## src/rtl/nbin_unpack_ctrl.sv

```systemverilog
// Sequencer for the NBin reduced-precision unpacker: fetches packed words into
// the LS/MS window rows and steps the rotate/width/sign-extension controls per value.
module nbin_unpack_ctrl #(
   parameter int BIT_WIDTH  = 16,
   parameter int SHIFT_BITS = 5,
   parameter int CNT_BITS   = 16
) (
   input  logic                    clk,
   input  logic                    rst_n,
   input  logic                    i_start,
   input  logic [SHIFT_BITS-1:0]   i_prec,
   input  logic [CNT_BITS-1:0]     i_count,
   input  logic                    i_signed,
   output logic                    o_busy,
   output logic                    o_done,
   output logic                    o_rd_req,
   input  logic                    i_rd_valid,
   output logic [1:0]              o_load,
   output logic [SHIFT_BITS-1:0]   o_s,
   output logic [SHIFT_BITS-2:0]   o_n,
   input  logic                    i_sign_bit,
   output logic [BIT_WIDTH-1:0]    o_se,
   output logic                    o_out_valid,
   input  logic                    i_out_ready
);

   localparam int WL_BITS = CNT_BITS + SHIFT_BITS;
   localparam int ROW_BIT = SHIFT_BITS - 1;

   typedef enum logic [1:0] {IDLE, RUN, DONE} state_t;

   state_t                  state_reg, state_next;
   logic [SHIFT_BITS-1:0]   prec_reg;
   logic [CNT_BITS-1:0]     count_reg;
   logic                    signed_reg;
   logic [WL_BITS-1:0]      words_left_reg;
   logic [SHIFT_BITS-1:0]   p_reg;
   logic [1:0]              row_valid_reg;
   logic                    load_row_reg;
   logic [CNT_BITS-1:0]     acc_reg;

   logic                    run;
   logic [SHIFT_BITS:0]     end_pos;
   logic                    p_row;
   logic                    e_row;
   logic [1:0]              need;
   logic                    value_ok;
   logic                    rd_req;
   logic                    transfer;
   logic                    accept;
   logic [SHIFT_BITS-1:0]   row_fill;
   logic                    crosses;
   logic [1:0]              clear_rows;
   logic [1:0]              load_rows;
   logic [CNT_BITS-1:0]     acc_next;
   logic                    last_accept;
   logic [WL_BITS-1:0]      words_init;

   assign run      = (state_reg == RUN);
   assign end_pos  = {1'b0, p_reg} + {1'b0, prec_reg} - (SHIFT_BITS+1)'(1);
   assign p_row    = p_reg[ROW_BIT];
   assign e_row    = end_pos[ROW_BIT];
   assign need     = {p_row | e_row, ~p_row | ~e_row};
   assign value_ok = run && ((row_valid_reg & need) == need);

   assign rd_req   = run && (words_left_reg != '0) && !row_valid_reg[load_row_reg];
   assign transfer = rd_req && i_rd_valid;
   assign accept   = value_ok && i_out_ready;

   // Bits of the current row at/after p plus n reaching the row size retire that row.
   assign row_fill   = {1'b0, p_reg[ROW_BIT-1:0]} + prec_reg;
   assign crosses    = (row_fill >= SHIFT_BITS'(BIT_WIDTH));
   assign clear_rows = (accept && crosses) ? {p_row, ~p_row} : 2'b00;
   assign load_rows  = {load_row_reg, ~load_row_reg} & {2{transfer}};

   assign acc_next    = acc_reg + CNT_BITS'(1);
   assign last_accept = accept && (acc_next == count_reg);

   // ceil(count*n / BIT_WIDTH) on the widened counter
   assign words_init = (WL_BITS'(i_count) * WL_BITS'(i_prec) + WL_BITS'(BIT_WIDTH - 1))
                       >> (SHIFT_BITS - 1);

   always_ff @(posedge clk or negedge rst_n) begin
      if (!rst_n) begin
         state_reg <= IDLE;
      end else begin
         state_reg <= state_next;
      end
   end

   always_comb begin
      state_next = state_reg;
      case (state_reg)
         IDLE: if (i_start) state_next = (i_count == '0) ? DONE : RUN;
         RUN:  if (last_accept) state_next = DONE;
         DONE: state_next = IDLE;
         default: state_next = IDLE;
      endcase
   end

   always_ff @(posedge clk or negedge rst_n) begin
      if (!rst_n) begin
         prec_reg       <= '0;
         count_reg      <= '0;
         signed_reg     <= 1'b0;
         words_left_reg <= '0;
         p_reg          <= '0;
         row_valid_reg  <= 2'b00;
         load_row_reg   <= 1'b0;
         acc_reg        <= '0;
      end else if (state_reg == IDLE) begin
         if (i_start) begin
            prec_reg       <= i_prec;
            count_reg      <= i_count;
            signed_reg     <= i_signed;
            words_left_reg <= words_init;
            p_reg          <= '0;
            row_valid_reg  <= 2'b00;
            load_row_reg   <= 1'b0;
            acc_reg        <= '0;
         end
      end else if (run) begin
         row_valid_reg <= (row_valid_reg & ~clear_rows) | load_rows;
         if (transfer) begin
            words_left_reg <= words_left_reg - WL_BITS'(1);
            load_row_reg   <= ~load_row_reg;
         end
         if (accept) begin
            p_reg   <= p_reg + prec_reg;
            acc_reg <= acc_next;
         end
      end
   end

   always_comb begin
      o_busy      = run;
      o_done      = (state_reg == DONE);
      o_rd_req    = rd_req;
      o_load      = load_rows;
      o_out_valid = value_ok;
      o_s         = run ? p_reg : '0;
      o_n         = run ? prec_reg[SHIFT_BITS-2:0] : '0;
   end

   // Mask bits above the value width; empty when n equals BIT_WIDTH.
   generate
      for (genvar gi = 0; gi < BIT_WIDTH; gi++) begin : g_se
         assign o_se[gi] = run && signed_reg && i_sign_bit &&
                           (SHIFT_BITS'(gi) >= prec_reg);
      end
   endgenerate

endmodule
```

## config.mk

```make
export PLATFORM = sky130hd
export DESIGN_NAME = nbin_unpack_ctrl
export DESIGN_NICKNAME = d
export VERILOG_FILES = /design/src/rtl/nbin_unpack_ctrl.sv
export SDC_FILE = /design/constraint.sdc
export NUM_CORES = 1
export LEC_CHECK = 0
export ABC_AREA = 1
export CAP_MARGIN = 5
export CORE_MARGIN = 2
export CORE_UTILIZATION = 30
export DETAILED_ROUTE_END_ITERATION = 8
export MAX_ROUTING_LAYER = met4
export PLACE_DENSITY = 0.44
export SLEW_MARGIN = 20
export SYNTH_ARGS = -nofsm -noshare
export SYNTH_HDL_FRONTEND = slang
export SYNTH_SLANG_ARGS = --single-unit
export TNS_END_PERCENT = 5
```

## constraint.sdc

```tcl
create_clock -name clk -period 2.7 [get_ports clk]
set_clock_uncertainty 0.1 [all_clocks]
set_input_delay 0.54 -clock clk [delete_from_list [all_inputs] [get_ports clk]]
set_output_delay 0.54 -clock clk [all_outputs]
set_load 0.02 [all_outputs]
```

== Word-level counts from Yosys, hierarchy flattened ==
Index checks and enable logic that the tools add are counted.
Storage, ports and cells
  register bits: 69
  input port bits: 28
  output and inout port bits: 31
  word-level logic and storage cells: 116
Cells by class
  add/sub/neg operators: 7
  multipliers: 1
  order comparisons: 18
  eq/ne operators: 6
  multiplexer cells: 28
  bitwise logic cells: 10
  reduce and logical (&&, ||, !) cells: 37
Operator list (number)
  $mux 21: 4
  $mux 16: 4
  $ge 4x5->1 const A: 8
  $logic_and 1x1->1: 25
  $mux 5: 5
  $add 21x4->21 const B: 1
  $mul 16x5->21: 1
  $reduce_bool 21->1: 1
  $sub 21x1->21 const B: 1
  $ge 3x5->1 const A: 4
  $add 16x1->16 const B: 1
  $eq 16x16->1: 1
  $logic_not 16->1: 1
  $mux 2: 7
  $add 5x5->5: 2
  $ge 1x5->1 const A: 2
  $ge 2x5->1 const A: 2
  $and 2x2->2: 3
  $mux 1: 6
  $reduce_and 2->1: 3
  $reduce_and 3->1: 2
  $reduce_bool 2->1: 3
  $add 4x5->5: 1
  $ge 5x5->1 const B: 1
  15 further kinds: 18

== Logic depth before layout (Yosys ltp) ==
  word-level depth: 15
  depth in mapped cells: 22
  depth with buffers taken out: 20

== Worst setup path before layout ==
No wires, ideal clock.
  path type: in2reg
  start: in i_prec[3]
  end: reg words_left_reg[15]
  setup time: 0.117 ns
  data arrival time: 4.053 ns
  required time: 2.483 ns
  slack: -1.570 ns
  stages on the path: 21
  path buffers: 2
  path through: clkbuf_1 clkbuf_1 nand2_1 inv_1 fa_1 fa_1 inv_1 fa_1 inv_1 ha_1 nand2_1 nor2_1 nand4_1 o21ai_0 nand2_1 inv_1 nor2_1 nand2_1 nand3_1 nand2_1 nand2_1
Between the ends
  longest elaborated chain between the ends: 4
Ends and longest elaborated chain
  from (decl): RTL line 11  | input logic [SHIFT_BITS-1:0] i_prec,
  $mul 16x5->21: RTL line 80  | assign words_init = (WL_BITS'(i_count) * WL_BITS'(i_prec) + WL_BITS'(BIT_WIDTH - 1))
  $add 21x4->21: RTL line 80
  $mux 21: RTL line 112  | if (i_start) begin
  $mux 21: RTL line 111  | end else if (state_reg == IDLE) begin
  to (signal assigned): RTL line 116  | words_left_reg <= words_init;
  to (signal assigned): RTL line 125  | words_left_reg <= words_left_reg - WL_BITS'(1);
  to (decl): RTL line 36  | logic [WL_BITS-1:0] words_left_reg;
Every way passes these cells. The select of a mux whose other input is x is not followed.
A chain may end at the register's enable or synchronous reset.

== Worst setup path after layout ==
  start: in i_prec[2]
  end: reg words_left_reg[6]
The elaborated chain is that of the path after synthesis.

==> metrics.yaml <==
outcome: "finished with violations"
violations: "negative setup slack"
power.ir.vdd_worst_mv: 0.372
startpoint_type: "input port"
synth_async_sr_flop_share_pct: 100
port_buffers: 58
number_of_endpoints_with_negative_hold_slack_in_the_final_report: 0
grt_max_degree: 35
largest_driver_fanout_on_the_critical_path: 7
largest_register_ffs: 21
finalNonFillerCells: 1601
worst_skew_pair.late_latency_ps: 340
final_design_utilization_pct: 41.9
detail_route.wirelength.met1_um: 10500
post_drt_via_cell_ratio: 4.47
timing.critical_path.slowest_cell_delay_ps: 500
post_synthesis_mean_instance_area_um2: 6.88
grt_overflow_total: 0
routed.top_layer: "met4"
netlist_top_cells_area: "dfrtp_1, nand2_1, fa_1, inv_1, ha_1"
synth-seq-cells: 69
rsz0062_at_grt: "yes"
clk_pin_slew_worst_paths_ps: 60
n_fill_cell: 2566
layout_setup_ws_ps: -919
layout_common_cells: "nand2_1, inv_1, buf_4"
syn_to_final_growth_pct: 36.6
grt_antenna_before_repair: 0
fp.coreArea_um2: 24500
clk_root_buffer_cell: "clkbuf_16"
synth_sequential_area_ratio_pct: 23.0
synth_flop_cell: "dfrtp_1"
number_of_antenna_repair_diodes: 0
critical-path-slowest-cell: "fa_1"
wl_met2_um: 10800
layout_min_cycle_time_ps: 3620
syn_area_um2: 7510
path_delay_family: "adder cells"
leakage_power_of_the_design_uw: 0.00540
hold-worst-slack_ps: 46.1
vias_in_the_first_global_route: 7224
fin_crit_sh_pct: 134
drc: 0
worst_slew_margin_relative_to_its_limit_pct: 67.7
cts_tree: "built"
dpl.cell_count: 1570
avgRoutedWirePerCell_um: 13.7
most_common_cell_after_layout_fill_and_taps_aside: "nand2_1"
final-setup-viol-count: 18
cellPowerDensity_nw_per_um2: 881
synth-warning-count: 0
met3_length_um: 441
grt_first_pass_wirelength_um: 36800
synth_top_cell_by_area: "dfrtp_1"
worstPathCellList: "buf_2 -> buf_6 -> nand2_1 -> inv_1 -> fa_1 -> fa_1 -> inv_1 -> fa_1 -> inv_2 -> ha_4 -> a21o_1 -> buf_4 -> nor2_2 -> nand2_2 -> buf_4 -> xor2_1 -> o21ai_1 -> o21ai_1"
postRouteAntennaNets: 0
hpwl_um: 17600
critical_path.n_buffers_inverters: 7
rows: 57
overall_fraction_of_global_route_tracks_in_use_pct: 18.3
routed_wirelength_um: 22000
final.setup.tns_ps: -13600
die-area_um2: 26300
gpl.final_weighted_congestion: 0.832
post-synth-top-area-fraction_pct: 23.0
post_route_cells_drive_above_1_share_pct: 24.6
cts.path.max_buffers: 2
timing.critical_path.to_type: "flop"
setup.worst_path.class: "in -> reg"
cts_max_level: 3
drtPass1Iterations: 5
worst-endpoint-required_ps: 2820
tritoncts_num_sinks: 69
timing.final.max_slew_violations: 0
fin_nets: 1396
die_width_um: 162
max_cap_violations: 0
max_freq_mhz: 276
syn_inst: 1092
post_synth_num_cell_types: 44
post_synth_edffs: 0
ctsHoldBuffers: 0
synthesis.nets: 1214
totalPowerFinal_uw: 9030
numCtsBuffers: 9
initial_core_util_pct: 30.7
holdCritPathClass: "in -> async"
least_margin_pin_slew_ps: 481
num_vias: 7158
critPathMostFrequentCell: "fa_1"
number_of_ports_placed_on_the_die_boundary: 59
die_height_um: 162
critical_path_arrival_ps: 3740
drt_iter0_drc: 380
layer usage:
| layer | vias to the layer above | track usage, % |
|---|---|---|
| li1 | 3730 | - |
| met1 | 3323 | 23.4 |
| met2 | 89 | 31.3 |
| met3 | 16 | 1.66 |
| met4 | 0 | 4.42 |
| met5 | - | - |
Yosys cell counts (2+ instances only):
| cell type | n |
|---|---|
| nand2_1 | 294 |
| inv_1 | 236 |
| nor2_1 | 95 |
| dfrtp_1 | 69 |
| o21ai_0 | 51 |
| ha_1 | 48 |
| fa_1 | 46 |
| nand3_1 | 41 |
| a21oi_1 | 40 |
| xor2_1 | 17 |
| nand4_1 | 16 |
| clkbuf_1 | 15 |
| o21ai_1 | 12 |
| nand3b_1 | 10 |
| o22ai_2 | 10 |
| xnor2_1 | 10 |
| o22ai_1 | 8 |
| inv_2 | 7 |
| nor3_1 | 7 |
| nand2_2 | 5 |
| nor2_2 | 5 |
| nor2_4 | 5 |
| buf_6 | 4 |
| nand3_2 | 4 |
| o21bai_1 | 4 |
| a211oi_1 | 3 |
| a21o_1 | 3 |
| a31oi_1 | 3 |
| buf_4 | 3 |
| a311oi_1 | 2 |
| inv_4 | 2 |
| nand2_4 | 2 |
| nor3_2 | 2 |
| nor4_1 | 2 |
| o21a_1 | 2 |
final timing paths:
| path | start | end | slack, ps | cells past startpoint |
|---|---|---|---|---|
| worst max register to register | prec_reg[3]$_DFFE_PN0P_ | p_reg[0]$_DFFE_PN0P_ | 170 | 16 |
| worst min register to register | count_reg[0]$_DFFE_PN0P_ | count_reg[0]$_DFFE_PN0P_ | 400 | 2 |
| worst max-delay path | i_prec[2] | words_left_reg[6]$_DFFE_PN0P_ | -920 | 18 |
| max in group asynchronous | rst_n | words_left_reg[7]$_DFFE_PN0P_ | 1910 | 2 |
| worst min-delay path | rst_n | acc_reg[2]$_DFFE_PN0P_ | 50 | 1 |
| min in group clk | count_reg[0]$_DFFE_PN0P_ | count_reg[0]$_DFFE_PN0P_ | 400 | 2 |
cells by family (layout without fill, tap and decap cells):
logic type / after synthesis / in the layout / share of synthesized area (%)
xor gates and xnor gates: 27 / 27 / 3.15
DFF: 69 / 69 / 23.0
and+or+nand+nor: 490 / 490 / 28.0
adders and majority gates: 94 / 94 / 20.3
AOI/OAI and AO/OA: 142 / 142 / 11.4
buffers and inverters: 270 / 455 / 14.2
report_power, final:
group	internal, uW	switching (uW)	total, uW	leakage, uW
clock network	781	438	1220	0.000148
registers	1400	367	1770	0.000885
logic	2720	3320	6040	0.00437
total	4910	4130	9030	0.00540
final cells by class:
cell class                      instances  area [um^2]  share of cell area (%)
Inverter                              247          947                    9.23
Sequential cell                        69         1730                    16.8
Tap cell                              324          405                    3.95
Multi-Input combinational cell        753         5200                    50.7
Timing Repair Buffer                  194         1680                    16.4
Clock inverter                          1         30.0                   0.293
Clock buffer                           13          270                    2.63
metrics by stage:
| stage | cell area (um^2) | worst slack [ps] |
|---|---|---|
| finish | 10300 | -919 |
| global route | 10300 | -1110 |
| CTS | 10200 | -911 |
| detailed placement | 9550 | -1850 |
| global placement | 9550 | -1850 |
| floorplan | 7800 | -1060 |
timing repair:
action | in CTS | in global routing
setup buffers | 12 | 2
pin swaps | 64 | 27
cloned | 3 | 0
endpoints found under the setup margin | 35 | 49
resized for setup | 151 | 32
worst reg2reg max path: cells and delay by family, from the launching register on:
kind / cells / cell delay (ps)
flops: 1 / 360
fa+ha+maj: 2 / 520
compound gates: 2 / 390
simple gates: 7 / 600
buf+inv: 5 / 480
No activity file was read; power rests on OpenSTA's default activity.
==> RTL edit: new RTL, same settings <==
Change the parameter `SHIFT_BITS` from 5 to 4.
--- a/src/rtl/nbin_unpack_ctrl.sv
+++ b/src/rtl/nbin_unpack_ctrl.sv
@@ -4,3 +4,3 @@
    parameter int BIT_WIDTH  = 16,
-   parameter int SHIFT_BITS = 5,
+   parameter int SHIFT_BITS = 4,
    parameter int CNT_BITS   = 16
Interface: changed (resized i_prec, o_n and o_s); port bits go from 59 to 56. The function was not compared with the original's and may differ.
==> RTL edit against the unedited design <==
The run still ends with negative setup slack left. Synthesized area fell by 12%. Worst hold slack improved by 18 ps. Routed wire length is 12% lower. Register-to-register slack improved by 100 ps. Sequential share of layout area increased by 0.96 points. Sequential cell count fell by 3. Power down 12%. Non-clock buffer count fell by 17. Critical path depth did not move. Setup slack better by 350 ps. Design area down 9.5%. Critical path type unchanged.
==> RTL edit: results (changes against the unedited design) <==
status complete, but fails checks (unchanged); failing checks negative setup slack (unchanged); clk buf depth 2 (unchanged); Leak 4.90 nW (was 5.40 nW); Final TNS setup -8020 ps (was -13600 ps); Worst R2R Path Depth 15 (was 16); Avg Inst Size Synth 6.90 um^2 (was 6.88 um^2); DRT iter0 DRCs 309 (was 380); DR WL/cell 13.8 um (was 13.7 um); Via density 4.54 (was 4.47); Critical R2R Launch p_reg[2] (was prec_reg[3]); Detail Placement HPWL 15900 um (was 17600 um); top cells by count, synth nand2_1, inv_1, nor2_1 (unchanged); crit path DAT 3400 ps (was 3740 ps); Synth Area in XOR/XNOR 3.26% (was 3.15%); maximum vdd drop 0.508 mV (was 0.372 mV); share of post-route cells with drive strength above 1 25.0% (was 24.6%); GPL Wtd Cong 0.800 (was 0.832); register area share after synthesis 25.0% (was 23.0%); Synth cell types 46 (was 44); Switching Fraction 44.1% (was 45.7%); CP max-delay cell fa_2 (was fa_1); crit path to words_left_reg[15] (was words_left_reg[6]); R2R setup slack 270 ps (was 170 ps); post-placement cell count 1386 (was 1570); first-pass GRT wire length 33500 um (was 36800 um); Synth Area in Compound Gates 12.5% (was 11.4%); # port buffers 55 (was 58); post-synthesis mux area share 0% (unchanged); critical path peak fanout 4 (was 7); Critical Path Max Stage Delay 560 ps (was 500 ps); Synth area leaders dfrtp_1, nand2_1, inv_1 (was dfrtp_1, nand2_1, fa_1); Root Buffer Master clkbuf_16 (unchanged); drt first pass iters 4 (was 5); Final setup viols 18 (unchanged); vias 6393 (was 7158); delay-heaviest family, CP adder cells (unchanged); worst skew pair latency 350 ps; Worst Slack Setup Final -571 ps (was -919 ps); DP Area 8600 um^2 (was 9550 um^2); pre-CTS setup slack -1510 ps (was -1850 ps); Critical path origin i_count[14] (was i_prec[2]); Hold WS 64.1 ps (was 46.1 ps); nets 1227 (was 1396); FF-to-FF End acc_reg[14] (was p_reg[0]); clock transition at the registers of the reported paths 60 ps (about the same); total sequential power 0.00170 W (was 0.00177 W); Largest register FFs 20 (was 21); Logic pwr share 61.2% (was 66.9%); Antenna diodes 0 (unchanged); Post-synth top flop dfrtp_1 (unchanged); Worst slew margin 65.3% (was 67.7%); number of global-route vias before repair 6692 (was 7224); adder-cell share of the synthesized area 17.8% (was 20.3%); cts bufs inserted 9 (unchanged); net load switching power 0.00351 W (was 0.00413 W); Mapped Nets 1061 (was 1214); total track usage 18.1% (was 18.3%)
==> RTL edit: routing by layer <==
metal  wire length (um)  part of all wire (%)  track usage (%)  vias to the layer above
met3                410                   2.1             2.59                       16
li1                   -                     -                -                     3352
met4                195                   1.0             3.40                        0
met2               9670                    50             31.1                       50
met1               9100                    47             22.8                     2975
met5                  0                     0                -                        -
==> RTL edit: area by class of cell <==
class	count	area, um^2
fill	2299	12500
multi-input combinational	699	4800
sequential	66	1650
timing repair buffer	177	1500
inverter	171	644
tap	280	350
clock buffer	10	229
clock inverter	6	114
==> RTL edit: repair_timing <==
action / 4_1_cts / 5_1_grt
gates cloned: 2 / 0
pin swaps: 64 / 7
setup endpoints to repair: 43 / 49
gates resized for setup: 141 / 28
buffers inserted: 5 / 0
==> RTL edit: cell families (layout without fill, tap and decap cells) <==
logic type      after synthesis  after routing
flops                        66             66
buf+inv                     193            364
compound gates              140            140
xor+xnor                     23             23
fa+ha+maj                    76             76
simple gates                460            460
